<file path="src/rtl/xctcmsg_piton_pkg.sv">
// Shared types and helpers for the xctcmsg-to-OpenPiton NoC egress path.
// Header field widths follow the OpenPiton 64-bit header flit.
package xctcmsg_piton_pkg;

  localparam int unsigned NOC_HEADER_WIDTH         = 64;
  localparam int unsigned OPENPITON_FLIT_WIDTH     = 64;
  localparam int unsigned NOC_MSG_DST_CHIPID_WIDTH = 14;
  localparam int unsigned NOC_MSG_XY_WIDTH         = 8;
  localparam int unsigned NOC_MSG_FBITS_WIDTH      = 4;
  localparam int unsigned NOC_MSG_LENGTH_WIDTH     = 8;
  localparam int unsigned NOC_MSG_RSVD_WIDTH       = 22;
  localparam int unsigned NOC_MSG_PAYLOAD_LENGTH   = 2;
  localparam int unsigned OPENPITON_X_TILES        = 4;
  localparam int unsigned MESSAGE_ADDR_WIDTH       = 8;

  typedef logic [MESSAGE_ADDR_WIDTH-1:0]   message_addr_t;
  typedef logic [OPENPITON_FLIT_WIDTH-1:0] openpiton_flit_t;

  typedef struct packed {
    logic [NOC_MSG_DST_CHIPID_WIDTH-1:0] chipid;
    logic [NOC_MSG_XY_WIDTH-1:0]         x;
    logic [NOC_MSG_XY_WIDTH-1:0]         y;
    logic [NOC_MSG_FBITS_WIDTH-1:0]      fbits;
    logic [NOC_MSG_LENGTH_WIDTH-1:0]     len;
    logic [NOC_MSG_RSVD_WIDTH-1:0]       rsvd;
  } openpiton_noc_header_t;

  typedef enum logic [1:0] {
    StIdle,
    StHeader,
    StPayload
  } serializer_state_e;

  // Core ids are laid out row-major across the mesh.
  function automatic openpiton_noc_header_t build_noc_header(
    input logic [NOC_MSG_DST_CHIPID_WIDTH-1:0] chipid,
    input message_addr_t                       dst,
    input logic [NOC_MSG_LENGTH_WIDTH-1:0]     len,
    input int unsigned                         x_tiles,
    input logic [NOC_MSG_FBITS_WIDTH-1:0]      fbits
  );
    openpiton_noc_header_t h;
    h.chipid = chipid;
    h.x      = NOC_MSG_XY_WIDTH'(32'(dst) % x_tiles);
    h.y      = NOC_MSG_XY_WIDTH'(32'(dst) / x_tiles);
    h.fbits  = fbits;
    h.len    = len;
    h.rsvd   = '0;
    return h;
  endfunction

endpackage

</file>
<file path="src/rtl/xctcmsg_rr_arbiter.sv">
// Round-robin arbiter: grants the first request at or after the pointer and
// moves the pointer past the grantee when the grant is consumed.
module xctcmsg_rr_arbiter #(
  parameter int unsigned NumChannels = 2,
  localparam int unsigned IdxW = (NumChannels > 1) ? $clog2(NumChannels) : 1
) (
  input  logic                   clk_i,
  input  logic                   rst_i,
  input  logic [NumChannels-1:0] req_i,
  input  logic                   advance_i,
  output logic [NumChannels-1:0] grant_o,
  output logic [IdxW-1:0]        grant_idx_o,
  output logic                   grant_valid_o
);

  logic [IdxW-1:0] ptr_q;
  logic [IdxW-1:0] gidx;
  logic            found;
  int unsigned     idx;

  always_comb begin
    found = 1'b0;
    gidx  = '0;
    idx   = 0;
    for (int unsigned i = 0; i < NumChannels; i++) begin
      idx = (32'(ptr_q) + i) % NumChannels;
      if (!found && req_i[IdxW'(idx)]) begin
        found = 1'b1;
        gidx  = IdxW'(idx);
      end
    end
  end

  always_comb begin
    grant_o = '0;
    if (found) grant_o[gidx] = 1'b1;
    grant_idx_o   = gidx;
    grant_valid_o = found;
  end

  always_ff @(posedge clk_i or posedge rst_i) begin
    if (rst_i) begin
      ptr_q <= '0;
    end else if (advance_i && found) begin
      ptr_q <= (32'(gidx) == NumChannels - 1) ? '0 : gidx + IdxW'(1);
    end
  end

endmodule

</file>
<file path="src/rtl/xctcmsg_piton_noc_serializer.sv">
// Multi-channel xctcmsg egress serializer onto one OpenPiton NoC channel:
// round-robin pick, then one header flit followed by len payload flits.
module xctcmsg_piton_noc_serializer
  import xctcmsg_piton_pkg::*;
#(
  parameter int unsigned NUM_CHANNELS      = 2,
  parameter int unsigned FLIT_WIDTH        = 64,
  parameter int unsigned MAX_PAYLOAD_FLITS = NOC_MSG_PAYLOAD_LENGTH,
  parameter int unsigned X_TILES           = OPENPITON_X_TILES,
  parameter logic [NOC_MSG_FBITS_WIDTH-1:0] DST_FBITS = 4'b0000
) (
  input  logic                                          clk_i,
  input  logic                                          rst_i,
  input  logic [NOC_MSG_DST_CHIPID_WIDTH-1:0]           chipid_i,
  input  logic [NUM_CHANNELS-1:0]                       req_valid_i,
  output logic [NUM_CHANNELS-1:0]                       req_ready_o,
  input  logic [NUM_CHANNELS*$bits(message_addr_t)-1:0] req_dst_i,
  input  logic [NUM_CHANNELS*NOC_MSG_LENGTH_WIDTH-1:0]  req_len_i,
  input  logic [NUM_CHANNELS*MAX_PAYLOAD_FLITS*FLIT_WIDTH-1:0] req_payload_i,
  output logic                                          noc_valid_o,
  output logic [FLIT_WIDTH-1:0]                         noc_data_o,
  input  logic                                          noc_ready_i,
  output logic                                          err_o,
  output logic                                          busy_o
);

  localparam int unsigned AddrW = $bits(message_addr_t);
  localparam int unsigned LenW  = NOC_MSG_LENGTH_WIDTH;
  localparam int unsigned MsgW  = MAX_PAYLOAD_FLITS * FLIT_WIDTH;
  localparam int unsigned IdxW  = (NUM_CHANNELS > 1) ? $clog2(NUM_CHANNELS) : 1;

  if (FLIT_WIDTH != NOC_HEADER_WIDTH) begin : g_bad_flit_width
    $error("FLIT_WIDTH must equal NOC_HEADER_WIDTH");
  end
  if (NUM_CHANNELS < 1 || NUM_CHANNELS > 16 ||
      MAX_PAYLOAD_FLITS < 1 || MAX_PAYLOAD_FLITS > 255) begin : g_bad_params
    $error("NUM_CHANNELS or MAX_PAYLOAD_FLITS out of range");
  end

  serializer_state_e state_q, state_d;

  logic [NUM_CHANNELS-1:0] grant;
  logic [IdxW-1:0]         gidx;
  logic                    arb_valid;
  logic                    accept;
  logic                    len_ok;
  logic [LenW-1:0]         sel_len;
  message_addr_t           sel_dst;
  logic [MsgW-1:0]         sel_payload;

  logic [FLIT_WIDTH-1:0]   hdr_q;
  logic [MsgW-1:0]         payload_q;
  logic [LenW-1:0]         len_q;
  logic [LenW-1:0]         cnt_q;
  logic                    err_q;
  logic                    last_flit;

  xctcmsg_rr_arbiter #(
    .NumChannels(NUM_CHANNELS)
  ) u_arb (
    .clk_i        (clk_i),
    .rst_i        (rst_i),
    .req_i        (req_valid_i),
    .advance_i    (accept),
    .grant_o      (grant),
    .grant_idx_o  (gidx),
    .grant_valid_o(arb_valid)
  );

  assign accept      = (state_q == StIdle) && arb_valid;
  assign sel_len     = req_len_i[gidx*LenW +: LenW];
  assign sel_dst     = req_dst_i[gidx*AddrW +: AddrW];
  assign sel_payload = req_payload_i[gidx*MsgW +: MsgW];
  assign len_ok      = (32'(sel_len) <= MAX_PAYLOAD_FLITS);
  assign last_flit   = (cnt_q == len_q - LenW'(1));

  always_ff @(posedge clk_i or posedge rst_i) begin
    if (rst_i) begin
      state_q <= StIdle;
    end else begin
      state_q <= state_d;
    end
  end

  always_comb begin
    state_d = state_q;
    case (state_q)
      StIdle:    if (accept && len_ok) state_d = StHeader;
      StHeader:  if (noc_ready_i) state_d = (len_q == '0) ? StIdle : StPayload;
      StPayload: if (noc_ready_i && last_flit) state_d = StIdle;
      default:   state_d = StIdle;
    endcase
  end

  // Oversized messages are still consumed; they only raise err_o next cycle.
  always_ff @(posedge clk_i or posedge rst_i) begin
    if (rst_i) begin
      hdr_q     <= '0;
      payload_q <= '0;
      len_q     <= '0;
      cnt_q     <= '0;
      err_q     <= 1'b0;
    end else begin
      err_q <= accept && !len_ok;
      if (accept && len_ok) begin
        hdr_q     <= FLIT_WIDTH'(build_noc_header(chipid_i, sel_dst, sel_len, X_TILES, DST_FBITS));
        payload_q <= sel_payload;
        len_q     <= sel_len;
        cnt_q     <= '0;
      end else if (state_q == StHeader && noc_ready_i) begin
        cnt_q <= '0;
      end else if (state_q == StPayload && noc_ready_i && !last_flit) begin
        cnt_q <= cnt_q + LenW'(1);
      end
    end
  end

  always_comb begin
    req_ready_o = accept ? grant : '0;
    noc_valid_o = 1'b0;
    noc_data_o  = '0;
    case (state_q)
      StHeader: begin
        noc_valid_o = 1'b1;
        noc_data_o  = hdr_q;
      end
      StPayload: begin
        noc_valid_o = 1'b1;
        noc_data_o  = payload_q[cnt_q*FLIT_WIDTH +: FLIT_WIDTH];
      end
      default: ;
    endcase
    busy_o = (state_q != StIdle);
    err_o  = err_q;
  end

endmodule

</file>
<file path="config.mk">
export PLATFORM = sky130hd
export DESIGN_NAME = xctcmsg_piton_noc_serializer
export DESIGN_NICKNAME = d
export VERILOG_FILES = /design/src/rtl/xctcmsg_piton_pkg.sv /design/src/rtl/xctcmsg_rr_arbiter.sv /design/src/rtl/xctcmsg_piton_noc_serializer.sv
export SDC_FILE = /design/constraint.sdc
export NUM_CORES = 1
export LEC_CHECK = 0
export CAP_MARGIN = 0
export CORE_UTILIZATION = 45
export CTS_CLUSTER_SIZE = 28
export DETAILED_ROUTE_END_ITERATION = 6
export PLACE_DENSITY = 0.86
export SETUP_SLACK_MARGIN = 0.1
export SYNTH_ARGS = -nofsm -noshare
export SYNTH_HDL_FRONTEND = slang
export SYNTH_SLANG_ARGS = --single-unit
</file>
<file path="constraint.sdc">
create_clock -name clk_i -period 8.6 [get_ports clk_i]
set_input_delay 1.72 -clock clk_i [delete_from_list [all_inputs] [get_ports clk_i]]
set_output_delay 1.72 -clock clk_i [all_outputs]
set_load 0.01 [all_outputs]
</file>
-- Word level (Yosys, flattened, before mapping)
Index checks and enable logic that the tools add are counted.
- flip-flop bits (word level): 178
- latch bits: 0
- bits in writable memories: 0
- ROM bits: 0
- bits of input ports: 307
- logic and storage cells: 68
- memories: 0
- add/sub/neg operators: 4
- multipliers: 0
- div/mod/pow operators: 0
- magnitude comparators: 5
- eq/ne operators: 6
- shift operators: 4
- multiplexer cells: 23
- bitwise operators: 0
- reduce and logical (&&, ||, !) cells: 19
- operator list (kind ; count):
    indexed part select 256 x 9 -> 128 bit ; 1
    one-hot mux 64 bit (2 select lines) ; 1
    indexed part select 128 x 15 -> 64 bit ; 1
    indexed part select 16 x 5 -> 8 bit ; 2
    2-to-1 mux 8 bit ; 3
    2-to-1 mux 2 bit ; 6
    2-to-1 mux 1 bit ; 11
    logical AND 1 bit ; 10
    adder 8 x 1 -> 8 bit, second input constant ; 1
    == test 8 bit ; 1
    <= comparator 8 x 2 -> 1 bit, second input constant ; 1
    logical NOT 8 bit ; 1
    subtractor 8 x 1 -> 8 bit, second input constant ; 1
    < comparator 1 x 2 -> 1 bit, second input constant ; 3
    one-hot mux 2 bit (3 select lines) ; 1
    != test 2 bit, second input constant ; 2
    logical NOT 1 bit ; 3
    AND reduction 3 bit ; 1
    nonzero test 3 bit ; 1
    adder 1 bit, second input constant ; 2
    == test 2 x 1 -> 1 bit, second input constant ; 1
    == test 2 bit, second input constant ; 1
    logical NOT 2 bit ; 1
    != test 2 x 1 -> 1 bit, second input constant ; 1
    other kinds (4) ; 4

-- Logic depth before layout (Yosys ltp)
Gate-level depths: netlist of run 1.
- depth in word-level cells: 12
- depth in mapped cells: 9
- gate-level depth less buffers: 8

-- Modules after synthesis
From an unflattened synthesis of run 1, not the netlist that was laid out.
- cell total of the unflattened synthesis: 944
- area total of the unflattened synthesis: 9155.0 um^2
- modules (own cells, without submodules) (module ; instances ; cells an instance ; area each (um^2) ; sequential area each (um^2)):
    xctcmsg_piton_noc_serializer ; 1 ; 935 ; 9082.5 ; 4229.1
    xctcmsg_rr_arbiter ; 1 ; 9 ; 72.6 ; 25.0

-- Least setup slack after synthesis of run 1
Ideal clock, no wire load.
- kind: in2out
- start point: input port req_valid_i[0]
- end point: output port req_ready_o[1]
- arrival time: 2765 ps
- data required time: 6880 ps
- setup slack: 4115 ps
- stages: 5
- cell sequence: nand2b_1 > nand2_1 > buf_2 > buf_1 > nor2_1
- longest elaborated chain between the ends: 12
- elaborated cells between the ends (all ways): 18
- classes of those cells: 2 x order compare; 12 x mux; 4 x reduce/logical
- RTL lines (element ; RTL line ; source):
    start: declaration ; xctcmsg_piton_noc_serializer.sv:15 ; input logic [NUM_CHANNELS-1:0] req_valid_i,
    2-to-1 mux 1 bit (implied by the code) (2 in series) ; xctcmsg_rr_arbiter.sv:27 ; if (!found && req_i[IdxW'(idx)]) begin
    2-to-1 mux 1 bit ; xctcmsg_rr_arbiter.sv:27 ;
    logical NOT 1 bit ; xctcmsg_rr_arbiter.sv:27 ;
    logical AND 1 bit ; xctcmsg_rr_arbiter.sv:27 ;
    2-to-1 mux 1 bit ; xctcmsg_rr_arbiter.sv:27 ;
    < comparator 1 x 2 -> 1 bit (implied by the code) or greater-or-equal comparator 1 bit (tied branches) ; xctcmsg_rr_arbiter.sv:36 ; if (found) grant_o[gidx] = 1'b1;
    logical AND 1 bit (implied by the code) ; xctcmsg_rr_arbiter.sv:36 ;
    2-to-1 mux 1 bit (implied by the code) ; xctcmsg_rr_arbiter.sv:36 ;
    demux 1 bit (select 1 bit) ; - ;
    2-to-1 mux 2 bit ; xctcmsg_rr_arbiter.sv:36 ;
    2-to-1 mux 2 bit * ; xctcmsg_piton_noc_serializer.sv:119 ; req_ready_o = accept ? grant : '0;
    end: declaration ; xctcmsg_piton_noc_serializer.sv:16 ; output logic [NUM_CHANNELS-1:0] req_ready_o,
Mark *: on every way between the ends. The rest lies on a longest branch, timed or not. The select of a mux whose other input is x is not followed.

-- Worst setup path after layout of run 1
- start point: input port req_valid_i[1]
- end point: output port req_ready_o[0]
Same word-level chain as after synthesis.

==> qor.yml, run 1 <==
r2r-start: "cnt_q[0]"
fin_crit_ns: 5.16
end_kind: "output port"
h-tree-depth: 4
totalWireLength_um: 27000
hold_buffers: 0
finalSetupTns_ns: 0
ant_nets: 0
grt.overflow.total: 0
clock_latency_ns: 0.42
netlist_instances: 949
nets: 1593
yosys_warnings: 0
power_frac_comb: 0.328
design.die.area_sq_um: 21000
cp_slowest_cell: "o21ai_0"
synth_seq_cells: 170
rows: 51
cts_num_sinks: 170
antenna_found_initial: 1
start_kind: "input pin"
cts_setup_buffers: 0
port_buffers: 375
grt.met1_usage: 0.315
fmax_mhz: 194
holdPathEnd: "u_arb.ptr_q"
slowest_delay_ns: 0.56
core_sq_um: 19700
hold_violations: 0
power.clock.fraction: 0.261
hold_start: "u_arb.ptr_q"
drtIter0Drc: 402
synth_seq_area_share: 0.464
dp_hpwl_um: 20100
worstMarginPinSlew_ns: 1.19
globalRouteMet3Util: 0.0625
rsz0062_at_grt: "false"
critPathRequiredTime_ns: 6.88
reg2reg_depth: 6
met2_usage: 0.450
grt_pass1_vias: 8070
final_common_cell: "clkdlybuf4s50_1"
peakVddDrop_uv: 135
grt_max_degree: 177
ctsLongestPathBuffers: 2
finalSetupViolations: 0
dieHeight_um: 145
power_frac_seq: 0.411
vias: 8211
fin_crit_sh: 0.601
start_util: 0.465
ctsResizeCount: 0
worst_slew_margin_rel: 0.198
cts_tree: "yes"
grt_pass1_wl_um: 40900
arrival_ns: 3.44
status: "complete, no violations"
ff2ff_setup_slack_ns: 5.24
top_usage_layer: "met2"
path_max_fanout: 5
drc: 0
p_int_mw: 2.06
ctsRootBufferMaster: "clkbuf_16"
synth_fp_nets: 1261
timing.critical_path.mode_cell: "clkdlybuf4s50_1"
clock_skew_ns: 0.0118
slew_viol_final: 0
p_leak_nw: 6.22
p_switching_mw: 1.00
ys_types: 38
r2r-end: "cnt_q[0]"
worstPathCellList: "clkdlybuf4s50_1 -> o21ai_0 -> a21oi_1 -> clkdlybuf4s50_1"
crit_type: "in -> out"
mostFrequentLayoutCells: "clkdlybuf4s50_1, mux2i_1, nor2_1"
clk_pin_slew_worst_paths_ns: 0.07
switching_share: 0.327
min_path_cells: 1
syn_avg_cell_area_sq_um: 9.67
avgRoutedWirePerCell_um: 17.3
track_usage: 0.259
area.growth.synth_to_final_pct: 48.4
drt_first_pass_iters: 5
fp.dieW_um: 145
drive_above_1_share: 0.0456
routed_via_density: 5.26
gp_congestion: 0.826
cts_made_buffers: 17
hold_path.class: "reg -> reg"
pin_count: 376
maxCapViolCount: 0
powerDensity_nw_per_um2: 225
synthesis.area_sq_um: 9180
fin_util: 0.691
-- flip-flops by register name (all words and copies together) (netlist names) --
name and count:
len_q 7, hdr_q 23, u_arb.ptr_q 1, state_q 2, cnt_q 8, payload_q 128, err_o 1
-- final cells by class --
class                      count  area [sq um]
multi-input combinational    700          4550
inverter                       9          38.8
fill                        1483          6090
timing repair buffer         383          3830
clock buffer                  18           429
clock inverter                14           185
sequential                   170          4260
antenna                        1          2.50
tap                          265           332
-- per-stage QoR --
stage                     cells  worst slack (ns)  hold slack (ns)  power (mW)  instance area (sq um)
after floorplan             949              2.28            0.441        1.90                   9180
final                      1560              3.44            0.486        3.07                  13600
after CTS                  1559              3.45            0.490        3.09                  13600
after detailed placement   1527              3.47            0.474        2.28                  13000
after global placement     1527              3.50            0.477        2.22                  13000
after global routing       1559              3.31            0.530        3.26                  13600
-- power groups by stage --
stage / Clock [mW] / Combinational, mW / Sequential, mW
after floorplan: 0 / 0.716 / 1.19
after global placement: 0 / 0.965 / 1.26
after detailed placement: 0 / 1.00 / 1.27
after CTS: 0.818 / 1.01 / 1.26
after global routing: 0.853 / 1.11 / 1.30
final: 0.802 / 1.01 / 1.26
-- cells by family after synthesis --
kind of cell / count (synthesis) / share of synthesized area
AOI/OAI and AO/OA: 192 / 0.110
DFF: 170 / 0.464
and+or+nand+nor: 268 / 0.120
muxes: 225 / 0.248
buffers and inverters: 79 / 0.0427
adders and majority gates: 5 / 0.00682
xor gates and xnor gates: 10 / 0.00954
-- how the worst max path moves through the flow --
stage                   start        endpoint  slack, ns  cells after the start
6_report       req_valid_i[1]  req_ready_o[0]       3.44                      4
5_1_grt            state_q[0]  noc_data_o[26]       3.31                      6
4_1_cts        req_valid_i[1]  req_ready_o[0]       3.45                      4
3_5_place_dp   req_valid_i[1]  req_ready_o[0]       3.47                      4
3_3_place_gp   req_valid_i[1]  req_ready_o[0]       3.50                      4
2_1_floorplan           rst_i        cnt_q[0]       2.28                      1
-- cell usage after synthesis (all sizes together) --
cell    count  area, sq um
nand4       4         25.0
or4bb       1         11.3
o211a       1         10.0
nand2b      7         43.8
buf        43          257
ha          5         62.6
nor4        1         6.26
a21oi     148          744
o211ai      1         7.51
or4b        1         10.0
xnor2       5         43.8
a311o       1         10.0
nand2      48          180
nand3      10         50.1
a21o        2         15.0
mux2       15          173
o21ai      31          155
nand3b      1         7.51
nor3b       1         7.51
mux2i     210         2100
clkbuf     27          101
or4         1         7.51
dfrtp     170         4250
nor2b       5         31.3
o31a        2         17.5
a211oi      3         22.5
a221oi      1         8.76
nor2      183          687
xor2        5         43.8
a211o       2         17.5
inv         9         33.8
and2        2         12.5
nor3        2         10.0
nand4b      1         8.76
-- worst max-delay path: cells and delay by family --
kind | cells | cell delay, ns
buffers and inverters | 2 | 1.04
AO/OA/AOI/OAI | 2 | 0.69
-- metal layers --
layer  routed length (um)  part of all wire
met5                    0                 0
met1                10800              0.40
met4                  690             0.026
met2                13900              0.52
met3                 1520             0.056
No activity file was read; power rests on OpenSTA's default activity.
==> run 2, diff against run 1 <==
- CORE_UTILIZATION: 45 -> 40
- PLACE_DENSITY: 0.86 -> 0.81
- clock period: 8.6 -> 4.41 ns (I/O delays scaled with it)
==> qor.yml, run 2 (synthesis results as in run 1) <==
avgRoutedWirePerCell_um: 17.1  # -1.4%
largest-register: "payload_q"
fin_util: 0.610  # -0.0814
area.growth.synth_to_final_pct: 49.9
start_kind: "register"
hold_violations: 0  # unchanged
cts_tree: "yes"
clock_latency_ns: 0.42  # about the same
dp_hpwl_um: 20700  # +2.7%
clk_pin_slew_worst_paths_ns: 0.07  # about the same
drc: 0  # unchanged
fin_cells: 1587  # +1.7%
antenna_found_initial: 0  # -1
mostFrequentLayoutCells: "clkdlybuf4s50_1, mux2i_1, nor2_1"
end_kind: "output port"
routed_via_density: 5.12  # -2.7%
critPathRequiredTime_ns: 3.53  # -3.35 ns
drt_first_pass_iters: 5  # unchanged
powerDensity_nw_per_um2: 436  # +94%
finalSetupTns_ns: 0  # unchanged
p_leak_nw: 6.28  # +0.90%
track_usage: 0.230  # -0.0289
gp_congestion: 0.842  # +2.0%
largest_registers: "payload_q (128), hdr_q (23), cnt_q (8)"
cts_setup_buffers: 0  # unchanged
fmax_mhz: 257
start_util: 0.407  # -0.0589
ctsLongestPathBuffers: 2  # unchanged
hold_path.class: "reg -> reg"
status: "complete, no violations"
antenna_cells: 0  # -1
drive_above_1_share: 0.0522  # +0.00663
arrival_ns: 3.01  # -0.43 ns
worst_slack_ns: 0.522  # -2.91 ns
worstMarginPinSlew_ns: 1.16  # -0.0330 ns
port_buffers: 375  # unchanged
pin_count: 376  # unchanged
ff2ff_setup_slack_ns: 1.61  # -3.63 ns
rows: 55  # +7.8%
dieHeight_um: 153  # +6.0%
worst_slew_margin_rel: 0.220  # +0.0222
core_sq_um: 22600  # +14%
drtIter0Drc: 431  # +7.2%
post-place-ws_ns: 0.912  # -2.56 ns
maxCapViolCount: 0  # unchanged
ctsRootBufferMaster: "clkbuf_16"
fin_crit_ns: 3.89
hold_buffers: 0  # unchanged
cts_made_buffers: 17  # unchanged
design.die.area_sq_um: 23600  # +12%
ctsResizeCount: 0  # unchanged
largest_reg_flops: 128  # unchanged
cts_num_sinks: 170  # unchanged
finalSetupViolations: 0  # unchanged
grt_pass1_wl_um: 42100  # +2.9%
grt_pass1_vias: 8077  # +0.087%
vias: 8130  # -0.99%
slew_viol_final: 0  # unchanged
clock_skew_ns: 0.0106  # -0.00121 ns
peakVddDrop_uv: 238  # +76%
fin_crit_sh: 0.882
rsz0062_at_grt: "false"
path_max_fanout: 16  # +11
ant_nets: 0  # unchanged
grt.overflow.total: 0  # unchanged
fp.dieW_um: 153  # +6.0%
crit_type: "reg -> out"
h-tree-depth: 4  # unchanged
dp.cells: 1556  # +1.9%
final_common_cell: "clkdlybuf4s50_1"
nets: 1602  # +0.56%
totalWireLength_um: 27100  # +0.34%
grt_max_degree: 148  # -16%
## run 2: cell count changes in the layout (fill, tap and decap cells not counted), sizes merged
cell	before	now
buf	8	17
clkbuf	18	17
clkinvlp	2	3
diode	1	0
inv	16	15
## run 2: report_power, final
| part | internal (mW) | leakage (nW) | switching (mW) | total, mW |
|---|---|---|---|---|
| Sequential | 2.07 | 2.24 | 0.362 | 2.44 |
| Combinational | 1.06 | 3.74 | 0.947 | 2.00 |
| Clock | 0.905 | 0.295 | 0.657 | 1.56 |
## run 2: critical path: stages, from the launching register on
cell	delay, ns
dfrtp_1	0.37
inv_1	0.10
ha_1	0.33
and2_1	0.67
buf_4	0.35
nand2_1	0.08
o21ai_0	0.10
clkdlybuf4s50_1	0.59
## run 2: through the flow
step / area, sq um / hold slack [ns] / total power, mW
final: 13800 / 0.498 / 6.00
after global placement: 13100 / 0.454 / 4.38
after floorplan: 9180 / 0.441 / 3.71
after global routing: 13800 / 0.504 / 6.37
after detailed placement: 13100 / 0.484 / 4.48
after CTS: 13800 / 0.500 / 6.07
## run 2: routing by layer
metal | up-vias | global-route usage | wire, um
li1 | 3970 | - | -
met1 | 3916 | 0.287 | 11400
met2 | 216 | 0.405 | 14000
met3 | 28 | 0.0431 | 1150
met4 | 0 | 0.0619 | 469
met5 | - | 0 | 0
## run 2: cell type report
class                           instances  area (sq um)
Clock buffer                           17           425
Clock inverter                         14           185
Timing Repair Buffer                  392          3940
Tap cell                              285           357
Multi-Input combinational cell        700          4550
Sequential cell                       170          4260
Fill cell                            1925          8810
Inverter                                9          37.5
## run 2: path summary, 6_finish.rpt
path	to	cells past startpoint	startpoint
max in group asynchronous	payload_q[28]	3	rst_i
worst max register to register	cnt_q[0]	8	len_q[0]
min in group asynchronous	payload_q[53]	2	rst_i
worst min-delay path	u_arb.ptr_q	1	u_arb.ptr_q
worst min register to register	u_arb.ptr_q	1	u_arb.ptr_q
worst max-delay path	noc_data_o[27]	7	state_q[0]
==> run 3, diff against run 2 <==
- CORE_UTILIZATION: 40 -> 41
- CTS_BUF_LIST: default -> sky130_fd_sc_hd__clkbuf_8
- PLACE_DENSITY: 0.81 -> 0.83
- clock period: 4.41 -> 3.3 ns (I/O delays scaled with it)
==> qor.yml, run 3 (synthesis results as in run 1) <==
hold_buffers: 0  # unchanged
rsz0062_at_grt: "false"
dp.cells: 1558  # +0.13%
critPathRequiredTime_ns: 2.64  # -0.89 ns
cts_tree: "yes"
grt_pass1_vias: 8002  # -0.93%
cp_slowest_cell: "clkdlybuf4s50_1"
powerDensity_nw_per_um2: 542  # +24%
drt_first_pass_iters: 4  # -1
grt.overflow.total: 0  # unchanged
finalSetupTns_ns: 0  # unchanged
start_kind: "register"
fin_crit_sh: 0.926
largest-register: "payload_q"
peakVddDrop_uv: 276  # +16%
worst_slack_ns: 0.244  # -0.278 ns
path_max_fanout: 15  # -1
clock_skew_ns: 0.0169  # +0.00639 ns
vias: 8147  # +0.21%
routed_via_density: 5.12  # about the same
h-tree-depth: 4  # unchanged
area.growth.synth_to_final_pct: 49.7
worst_slew_margin_rel: 0.221  # +0.000992
mostFrequentLayoutCells: "clkdlybuf4s50_1, mux2i_1, nor2_1"
drive_above_1_share: 0.0603  # +0.00803
grt_max_degree: 129  # -13%
pin_count: 376  # unchanged
fp.dieW_um: 152  # -1.2%
fin_cells: 1591  # +0.25%
fin_crit_ns: 3.06
core_sq_um: 21900  # -3.0%
dieHeight_um: 152  # -1.2%
avgRoutedWirePerCell_um: 17.3  # +1.5%
slowest_delay_ns: 0.60  # -0.07 ns
arrival_ns: 2.40  # -0.61 ns
dp_hpwl_um: 20700  # +0.19%
met2_usage: 0.400  # -0.00463
design.die.area_sq_um: 23000  # -2.4%
antenna_found_initial: 0  # unchanged
finalSetupViolations: 0  # unchanged
clk_pin_slew_worst_paths_ns: 0.10  # +0.03 ns
maxCapViolCount: 0  # unchanged
clock_latency_ns: 0.45  # +0.03 ns
drc: 0  # unchanged
hold_slack_ns: 0.484  # -0.0136 ns
totalWireLength_um: 27600  # +1.8%
cts_num_sinks: 170  # unchanged
ctsLongestPathBuffers: 2  # unchanged
largest_registers: "payload_q (128), hdr_q (23), cnt_q (8)"
p_leak_nw: 6.63  # +5.6%
globalRouteMet3Util: 0.0479  # +0.00481
start_util: 0.419  # +0.0126
gp_congestion: 0.798  # -5.2%
worstPathCellList: "inv_1 -> ha_1 -> and2_4 -> buf_12 -> nand2_1 -> o21ai_0 -> clkdlybuf4s50_1"
grt.met1_usage: 0.296  # +0.00879
nets: 1610  # +0.50%
cts_made_buffers: 17  # unchanged
grt_pass1_wl_um: 41100  # -2.3%
antenna_cells: 0  # unchanged
drtIter0Drc: 329  # -24%
track_usage: 0.237  # +0.00712
largest_reg_flops: 128  # unchanged
end_kind: "output port"
hold_violations: 0  # unchanged
port_buffers: 375  # unchanged
post-place-ws_ns: 0.231  # -0.681 ns
critPathBufInv: 3  # unchanged
ant_nets: 0  # unchanged
crit_type: "reg -> out"
worstMarginPinSlew_ns: 1.17  # +0.00745 ns
ctsRootBufferMaster: "clkbuf_8"
slew_viol_final: 0  # unchanged
fmax_mhz: 327
rows: 54  # -1.8%
status: "complete, no violations"
top_usage_layer: "met2"
final_common_cell: "clkdlybuf4s50_1"
hold_path.class: "reg -> reg"
cp_top_family: "buffers and inverters"
## run 3: changes by cell type in the layout (fill, tap and decap cells not counted), moves of 3 or more
| cell | previous run | this run |
|---|---|---|
| clkbuf_8 | 0 | 18 |
| buf_12 | 5 | 11 |
| clkbuf_16 | 17 | 1 |
| o21ai_0 | 31 | 28 |
| o21ai_1 | 0 | 3 |
| dlymetal6s2s_1 | 0 | 20 |
| clkdlybuf4s50_1 | 375 | 354 |
## run 3: per-stage QoR
stage | util | total power [mW] | instance area (sq um)
final | 0.628 | 7.44 | 13700
after global routing | 0.628 | 7.94 | 13700
after CTS | 0.623 | 7.47 | 13600
after detailed placement | 0.606 | 6.04 | 13300
after global placement | 0.606 | 5.91 | 13300
after floorplan | - | 4.95 | 9180
## run 3: final timing paths
path	startpoint	endpoint	slack, ns	cells after the start
max	state_q[1]	noc_data_o[55]	0.24	7
min	u_arb.ptr_q	u_arb.ptr_q	0.48	1
max reg2reg	state_q[1]	cnt_q[5]	0.99	8
min reg2reg	u_arb.ptr_q	u_arb.ptr_q	0.48	1
max in group asynchronous	rst_i	cnt_q[0]	2.12	3
min in group asynchronous	rst_i	payload_q[116]	0.70	3
## run 3: layout make-up
cell class,instances,area (sq um)
Clock buffer,18,248
Multi-Input combinational cell,700,4570
Inverter,9,37.5
Tap cell,280,350
Clock inverter,14,125
Sequential cell,170,4260
Fill cell,1864,8150
Timing Repair Buffer,400,4150
## run 3: layer usage
metal,vias up,share of wire
met5,-,0
met4,0,0.030
met3,42,0.049
met2,246,0.51
met1,3878,0.41
li1,3981,-
## run 3: repair_timing
item,in CTS,in global routing
endpoints found under the hold margin,0,0
setup buffers,0,0
resized for setup,5,26
endpoints found under the setup margin,7,50
cloned,0,1
## run 3: where the power goes
| group | leakage, nW | switching, mW | internal (mW) | total, mW |
|---|---|---|---|---|
| sequential | 2.24 | 0.478 | 2.77 | 3.24 |
| clock | 0.196 | 0.798 | 0.624 | 1.42 |
| combinational | 4.19 | 1.30 | 1.48 | 2.78 |
